File: src/rtl/coordinate_streamer_if.sv
// coordinate_streamer_if: coordinate memory read port plus the valid/ready pair stream
interface coordinate_streamer_if #(
   parameter int COORD_W = 256,
   parameter int ADDR_W  = 6
);
   logic               memRdEn;
   logic [ADDR_W-1:0]  memAddr;
   logic [COORD_W-1:0] memXData;
   logic [COORD_W-1:0] memYData;
   logic [COORD_W-1:0] outX;
   logic [COORD_W-1:0] outY;
   logic               outValid;
   logic               outReady;
   logic               outLast;
   modport master (
      output memRdEn, memAddr, outX, outY, outValid, outLast,
      input  memXData, memYData, outReady
   );
   modport slave (
      input  memRdEn, memAddr, outX, outY, outValid, outLast,
      output memXData, memYData, outReady
   );
endinterface

File: src/rtl/coordinate_streamer.sv
// coordinate_streamer: drains stored (x, y) pairs from the coordinate memory onto a
// valid/ready stream, flagging the last pair and pulsing done once the list is exhausted.
module coordinate_streamer #(
   parameter int COORD_W = 256,
   parameter int ADDR_W  = 6
) (
   input  logic                  clk,
   input  logic                  reset,
   input  logic                  start,
   input  logic [ADDR_W:0]       numCoords,
   coordinate_streamer_if.master bus,
   output logic                  busy,
   output logic                  done
);
   typedef enum logic [2:0] {IDLE, READ, WAIT, PRESENT, FINISH} state_t;
   localparam logic [ADDR_W:0] CAP = {1'b1, {ADDR_W{1'b0}}};
   state_t            state, state_nx;
   logic [ADDR_W:0]   count;
   logic [ADDR_W-1:0] index;
   logic              accept;
   assign accept       = (state == PRESENT) && bus.outReady;
   assign bus.memRdEn  = (state == READ);
   assign bus.memAddr  = index;
   assign bus.outValid = (state == PRESENT);
   assign busy         = (state != IDLE);
   always_ff @(posedge clk or negedge reset)
      if (!reset) state <= IDLE;
      else        state <= state_nx;
   always_comb begin
      state_nx = state;
      case (state)
         IDLE:    if (start) state_nx = (numCoords == '0) ? FINISH : READ;
         READ:    state_nx = WAIT;
         WAIT:    state_nx = PRESENT;
         PRESENT: if (bus.outReady) state_nx = bus.outLast ? FINISH : READ;
         FINISH:  state_nx = IDLE;
         default: state_nx = IDLE;
      endcase
   end
   // done is registered, so it pulses in the cycle after FINISH
   always_ff @(posedge clk or negedge reset)
      if (!reset) begin
         count       <= '0;
         index       <= '0;
         bus.outX    <= '0;
         bus.outY    <= '0;
         bus.outLast <= 1'b0;
         done        <= 1'b0;
      end else begin
         done <= (state == FINISH);
         if (state == IDLE && start) begin
            count <= (numCoords > CAP) ? CAP : numCoords;
            index <= '0;
         end
         if (state == WAIT) begin
            bus.outX    <= bus.memXData;
            bus.outY    <= bus.memYData;
            bus.outLast <= ({1'b0, index} == count - 1'b1);
         end
         if (accept && !bus.outLast) index <= index + 1'b1;
         if (state == FINISH) bus.outLast <= 1'b0;
      end
endmodule
File: src/flat_wrapper.sv
// flat-port wrapper written by rule: the top's interface ports become plain ports
module coordinate_streamer_flat 
#(
   parameter int COORD_W = 256,
   parameter int ADDR_W  = 6
)
  (clk, reset, start, numCoords, busy, done, bus_memRdEn, bus_memAddr, bus_outX, bus_outY, bus_outValid, bus_outLast, bus_memXData, bus_memYData, bus_outReady);
  coordinate_streamer_if #(.COORD_W(COORD_W), .ADDR_W(ADDR_W)) bus_i ();
  input  logic clk;
  input  logic reset;
  input  logic start;
  input  logic [ADDR_W:0] numCoords;
  output logic busy;
  output logic done;
  output wire logic [$bits(bus_i.memRdEn)-1:0] bus_memRdEn;
  output wire logic [$bits(bus_i.memAddr)-1:0] bus_memAddr;
  output wire logic [$bits(bus_i.outX)-1:0] bus_outX;
  output wire logic [$bits(bus_i.outY)-1:0] bus_outY;
  output wire logic [$bits(bus_i.outValid)-1:0] bus_outValid;
  output wire logic [$bits(bus_i.outLast)-1:0] bus_outLast;
  input wire logic [$bits(bus_i.memXData)-1:0] bus_memXData;
  input wire logic [$bits(bus_i.memYData)-1:0] bus_memYData;
  input wire logic [$bits(bus_i.outReady)-1:0] bus_outReady;
  assign bus_memRdEn = bus_i.memRdEn;
  assign bus_memAddr = bus_i.memAddr;
  assign bus_outX = bus_i.outX;
  assign bus_outY = bus_i.outY;
  assign bus_outValid = bus_i.outValid;
  assign bus_outLast = bus_i.outLast;
  assign bus_i.memXData = bus_memXData;
  assign bus_i.memYData = bus_memYData;
  assign bus_i.outReady = bus_outReady;
  coordinate_streamer #(.COORD_W(COORD_W), .ADDR_W(ADDR_W)) u_core (.clk(clk), .reset(reset), .start(start), .numCoords(numCoords), .bus(bus_i), .busy(busy), .done(done));
endmodule
File: config.mk
export PLATFORM = sky130hd
export DESIGN_NAME = coordinate_streamer_flat
export DESIGN_NICKNAME = d
export VERILOG_FILES = /design/src/rtl/coordinate_streamer_if.sv /design/src/rtl/coordinate_streamer.sv /design/src/flat_wrapper.sv
export SDC_FILE = /design/constraint.sdc
export NUM_CORES = 1
export LEC_CHECK = 0
export BUFFER_PORTS_ARGS = -buffer_cell sky130_fd_sc_hd__buf_2
export CORE_AREA = 2 2 405 407
export CTS_CLUSTER_SIZE = 20
export DETAILED_ROUTE_END_ITERATION = 10
export DIE_AREA = 0 0 407 409
export PLACE_DENSITY = 0.3
export SETUP_SLACK_MARGIN = 0.15
export SLEW_MARGIN = 20
export SYNTH_ARGS = -nofsm -noshare
export SYNTH_HDL_FRONTEND = slang
export SYNTH_SLANG_ARGS = --single-unit
export TNS_END_PERCENT = 30
File: constraint.sdc
create_clock -name clk -period 1.9 [get_ports clk]
set_input_delay 0.38 -clock clk [delete_from_list [all_inputs] [get_ports clk]]
set_output_delay 0.38 -clock clk [all_outputs]
set_load 0.01 [all_outputs]
# Word-level counts from Yosys, hierarchy flattened
# Cells that the tools add are included.
# W data, S select, Z words.
# word_totals
regBits	530
in_bits	523
output_inout_bits	523
word_cells	37
# op_classes
add_sub_neg	2
order_cmp	1
n_eq_ne	7
mux	10
reduce_logical	10
# op_table
cell	count
$mux W3	4
$mux W6	2
$pmux W3 S4	1
$eq A6 B7 Y1	1
$gt A7 B7 Y1 const B	1
$logic_not A7 Y1	1
$mux W7	1
$sub A7 B1 Y7 const B	1
$add A6 B1 Y6 const B	1
$eq A3 B2 Y1 const B	2
$reduce_bool A2 Y1	2
$eq A3 B1 Y1 const B	1
$eq A3 B3 Y1 const B	1
$logic_and A1 B1 Y1	3
$logic_not A3 Y1	1
$reduce_bool A3 Y1	1
$mux W1	2
$ne A2 B1 Y1 const B	1
$ne A2 B2 Y1 const B	1
$reduce_and A2 Y1	1
$logic_not A1 Y1	1

# Depth between registers and ports, before layout
# depth
depth_word	4
depth_mapped	7
ltp_nobuf	7

# Least setup slack after synthesis
# No wires, ideal clock.
# synth_path
path_kind	register -> register
startpoint	register u_core.state[0]
endpoint	register u_core.bus.outY[190]
setup_ps	125
arrival_ps	1449
path_slack_ps	326
stages_incl_launch_ff	7
path_buffers	4
path_cell_list	dfrtp_1 buf_4 nor3_2 buf_6 buf_6 buf_4 mux2_2
# synth_via
elab_chain_cells	1
# synth_lines
element	line	text
start: declaration	coordinate_streamer.sv:17	state_t state, state_nx;
start signal: assignment	coordinate_streamer.sv:28	else state <= state_nx;
$eq A3 B2 Y1	coordinate_streamer.sv:55	if (state == WAIT) begin
end signal: assignment	coordinate_streamer.sv:57	bus.outY <= bus.memYData;
end: declaration	coordinate_streamer_if.sv:16	output memRdEn, memAddr, outX, outY, outValid, outLast,
# No other way between the ends.
# A chain may end at the register's enable or synchronous reset.

# Worst setup path in the final report
# layout_path
startpoint	register u_core.state[0]
endpoint	register u_core.bus.outX[174]
# layout_via
elab_chain_cells	1
# layout_lines
element	line	text
$eq A3 B2 Y1	coordinate_streamer.sv:55	
end signal: assignment	coordinate_streamer.sv:56	bus.outX <= bus.memXData;
end: declaration	coordinate_streamer_if.sv:16	
# No other way between the ends.

==> metrics.cfg <==
[run_status]
status = finished with violations
violations = negative setup slack

[routing]
firstDrtPassIters = 4
via_count = 17030
drtIter0Drc = 579
remaining_drc_errors = 0
vias_per_cell = 3.288
wirelength_mm = 109.5
ant_nets = 0
wl_per_cell_um = 21.13

[layout]
layout_commonest_cell = buf_2
area_growth_pct = 93.59
final_cell_area_um2 = 39160
layout_common_cells = 1007 x buf_2, 521 x dlygate4sd3_1, 516 x dfrtp_1
fin_nets = 3451
fillers = 17370
drive_above_1_share = 0.6204

[place]
gp_congestion = 0.7986
place_ws_ns = 0.04240
port_buffers = 1045
dp_hpwl_mm = 82.16
postPlaceCellArea_um2 = 28440

[worst_setup_path]
reg2reg_slack_ns = -0.16
critPathLaunchType = flop
r2r_end = u_core.bus.outX[174]$_DFFE_PN0P_
reg2regPathDepth = 11
crit_chain = buf_6, buf_6, nor3_4, buf_12, buf_12, buf_16, buf_16, buf_12, buf_12, buf_16, mux2_4
worstPathRequired_ns = 2.45
cp_slowest_cell = dfrtp_1
r2r_start = u_core.state[0]$_DFFE_PN0P_
cpMostUsedCell = buf_12
startpoint = u_core.state[0]$_DFFE_PN0P_
critPathKind = flop to flop
crit_fanout = 7
critPathArrivalTime_ns = 2.61
critPathMaxStageDelay_ns = 0.39
crit_path_end = u_core.bus.outX[174]$_DFFE_PN0P_
endpoint_kind = flop

[timing]
fin_crit_sh = 1.084
finalClockSkew_ns = 0.03332
tns_ns = -36.34
layout_setup_ws_ns = -0.1602
rsz0062_at_grt = yes
final.min_clock_period_ns = 2.060
final_max_slew_viol_count = 0
hold_viol_final = 0
whs_ns = 0.1174
fmax_mhz = 485.4
slew_headroom = 0.6578
worstMarginPinSlew_ns = 0.5133
setup_viol = 478

[floorplan]
die_x_um = 407
start_util = 0.1248
die_y_um = 409
die-area_um2 = 166500
num_io_pins = 1046
rows = 148
core_area_um2 = 162000

[grt]
grt_pass1_vias = 18550
antenna_found_initial = 42
grt_max_degree = 81
grt_pass1_wl_mm = 145.5
grt_usage = 0.1240
grt-ovfl-total = 0

[power_and_ir_drop]
ir_worst_vdd_uv = 937.0
p_leak_nw = 18.23
power_mw = 67.41
powerDensity_nw_per_um2 = 1721

[synth]
async_reset_ff_frac = 1.000
ys_warn_count = 0
synth_fp_nets = 1717
synth_edf_count = 0
seq_area_frac_synth = 0.6556
netlist_instances = 1192
ys_seq_elements = 530
synth_area_um2 = 20230
synth-main-ff-cell = dfrtp_1
yosysUniqueCellTypes = 33
synth.avg_cell_area_um2 = 16.97

[cts]
cts_tree = built
clkSinkCount = 530
numCtsBuffers = 73
cts_buffer_depth = 3
cts_root_buf = clkbuf_16
htreeDepth = 3
clk_latency_ns = 0.65
clk_pin_slew_worst_paths_ns = 0.05

[min_path]
hold_path_class = input pin to flop

[run]
maxCapViolations = 0

stage by stage:
step                      utilization  instances
final                          0.2417       5180
after global routing           0.2416       5176
after global placement         0.1755       4423
after detailed placement       0.1755       4423
after floorplan                     -       1192
after CTS                      0.2349       5125
layout make-up:
class	instances	area, µm²	share of cell area
clock buffer	103	2051	0.05236
clock inverter	23	306.5	0.007827
timing repair buffer	1720	13330	0.3404
tap	2175	2721	0.06949
multi-input combinational	596	7385	0.1886
sequential	530	13280	0.3391
antenna	28	70.07	0.001789
inverter	5	18.77	0.0004792
state kept, by name (all words and copies together), names as in the netlist:
| name | flops |
|---|---|
| u_core.done | 1 |
| u_core.bus.memAddr | 6 |
| u_core.bus.outLast | 1 |
| u_core.bus.outY | 256 |
| u_core.bus.outX | 256 |
| u_core.state | 3 |
| u_core.count | 7 |
how the worst min path moves through the flow:
stage / from / endpoint / cells after the start
final: bus_memXData[56] / u_core.bus.outX[56]$_DFFE_PN0P_ / 2
after global routing: bus_memXData[56] / u_core.bus.outX[56]$_DFFE_PN0P_ / 2
after detailed placement: reset / u_core.bus.outX[1]$_DFFE_PN0P_ / 1
after floorplan: reset / u_core.bus.memAddr[0]$_DFFE_PN0P_ / 0
after global placement: reset / u_core.bus.outX[1]$_DFFE_PN0P_ / 1
after CTS: bus_memXData[56] / u_core.bus.outX[56]$_DFFE_PN0P_ / 2
cells in the mapped netlist, types with 2 or more instances:
cell	n	share of area
o21ai_0	10	0.0025
nand2_1	13	0.0024
buf_6	52	0.029
nor3_1	4	0.00099
inv_1	5	0.00093
nor2_1	6	0.0011
nor4_1	3	0.00093
nor3_2	2	0.00099
mux2_2	513	0.29
and3_1	4	0.0012
xnor2_1	3	0.0013
nand3_1	2	0.00049
dfrtp_1	530	0.66
xor2_1	7	0.0030
buf_2	5	0.0012
a21oi_1	3	0.00074
nand2b_1	7	0.0022
o21ai_1	3	0.00074
nand4_1	3	0.00093
buf_4	3	0.0011
ha_1	2	0.0012
metal layers:
metal / vias to the layer above / track usage / wire, µm
li1: 7757 / - / -
met5: - / 0 / 174
met1: 8448 / 0.1453 / 44330
met4: 26 / 0.03640 / 3157
met2: 640 / 0.2132 / 53400
met3: 162 / 0.04096 / 8398
power breakdown:
| part | leakage, nW | total (mW) | switching, mW | internal, mW |
|---|---|---|---|---|
| Clock | 1.15 | 13.8 | 5.93 | 7.89 |
| Sequential | 6.24 | 20.8 | 3.65 | 17.2 |
| Combinational | 10.8 | 32.8 | 14.5 | 18.2 |
kinds of logic (layout without fill, tap and decap cells):
family / Yosys count / in the layout / share of synthesized area
flops: 530 / 530 / 0.6556
buf+inv: 66 / 1851 / 0.03241
xor+xnor: 10 / 10 / 0.004330
compound gates: 21 / 21 / 0.006866
fa+ha+maj: 2 / 2 / 0.001237
mux: 513 / 513 / 0.2856
simple gates: 50 / 50 / 0.01398
other cells: 0 / 28 / 0
worst max-delay path, delay by kind of cell (launching register included):
kind | cells | cell delay (ns)
buffers and inverters | 9 | 1.05
multiplexers | 1 | 0.29
AND/OR/NAND/NOR | 1 | 0.19
flip-flops | 1 | 0.39
timing repair:
item,CTS,global route
gates cloned,19,15
pin swaps,3,2
endpoints found under the hold margin,796,0
hold buffers,521,0
buffers inserted,36,12
resized for setup,305,157
setup endpoints to repair,352,533
(Power assumes the default switching activity.)
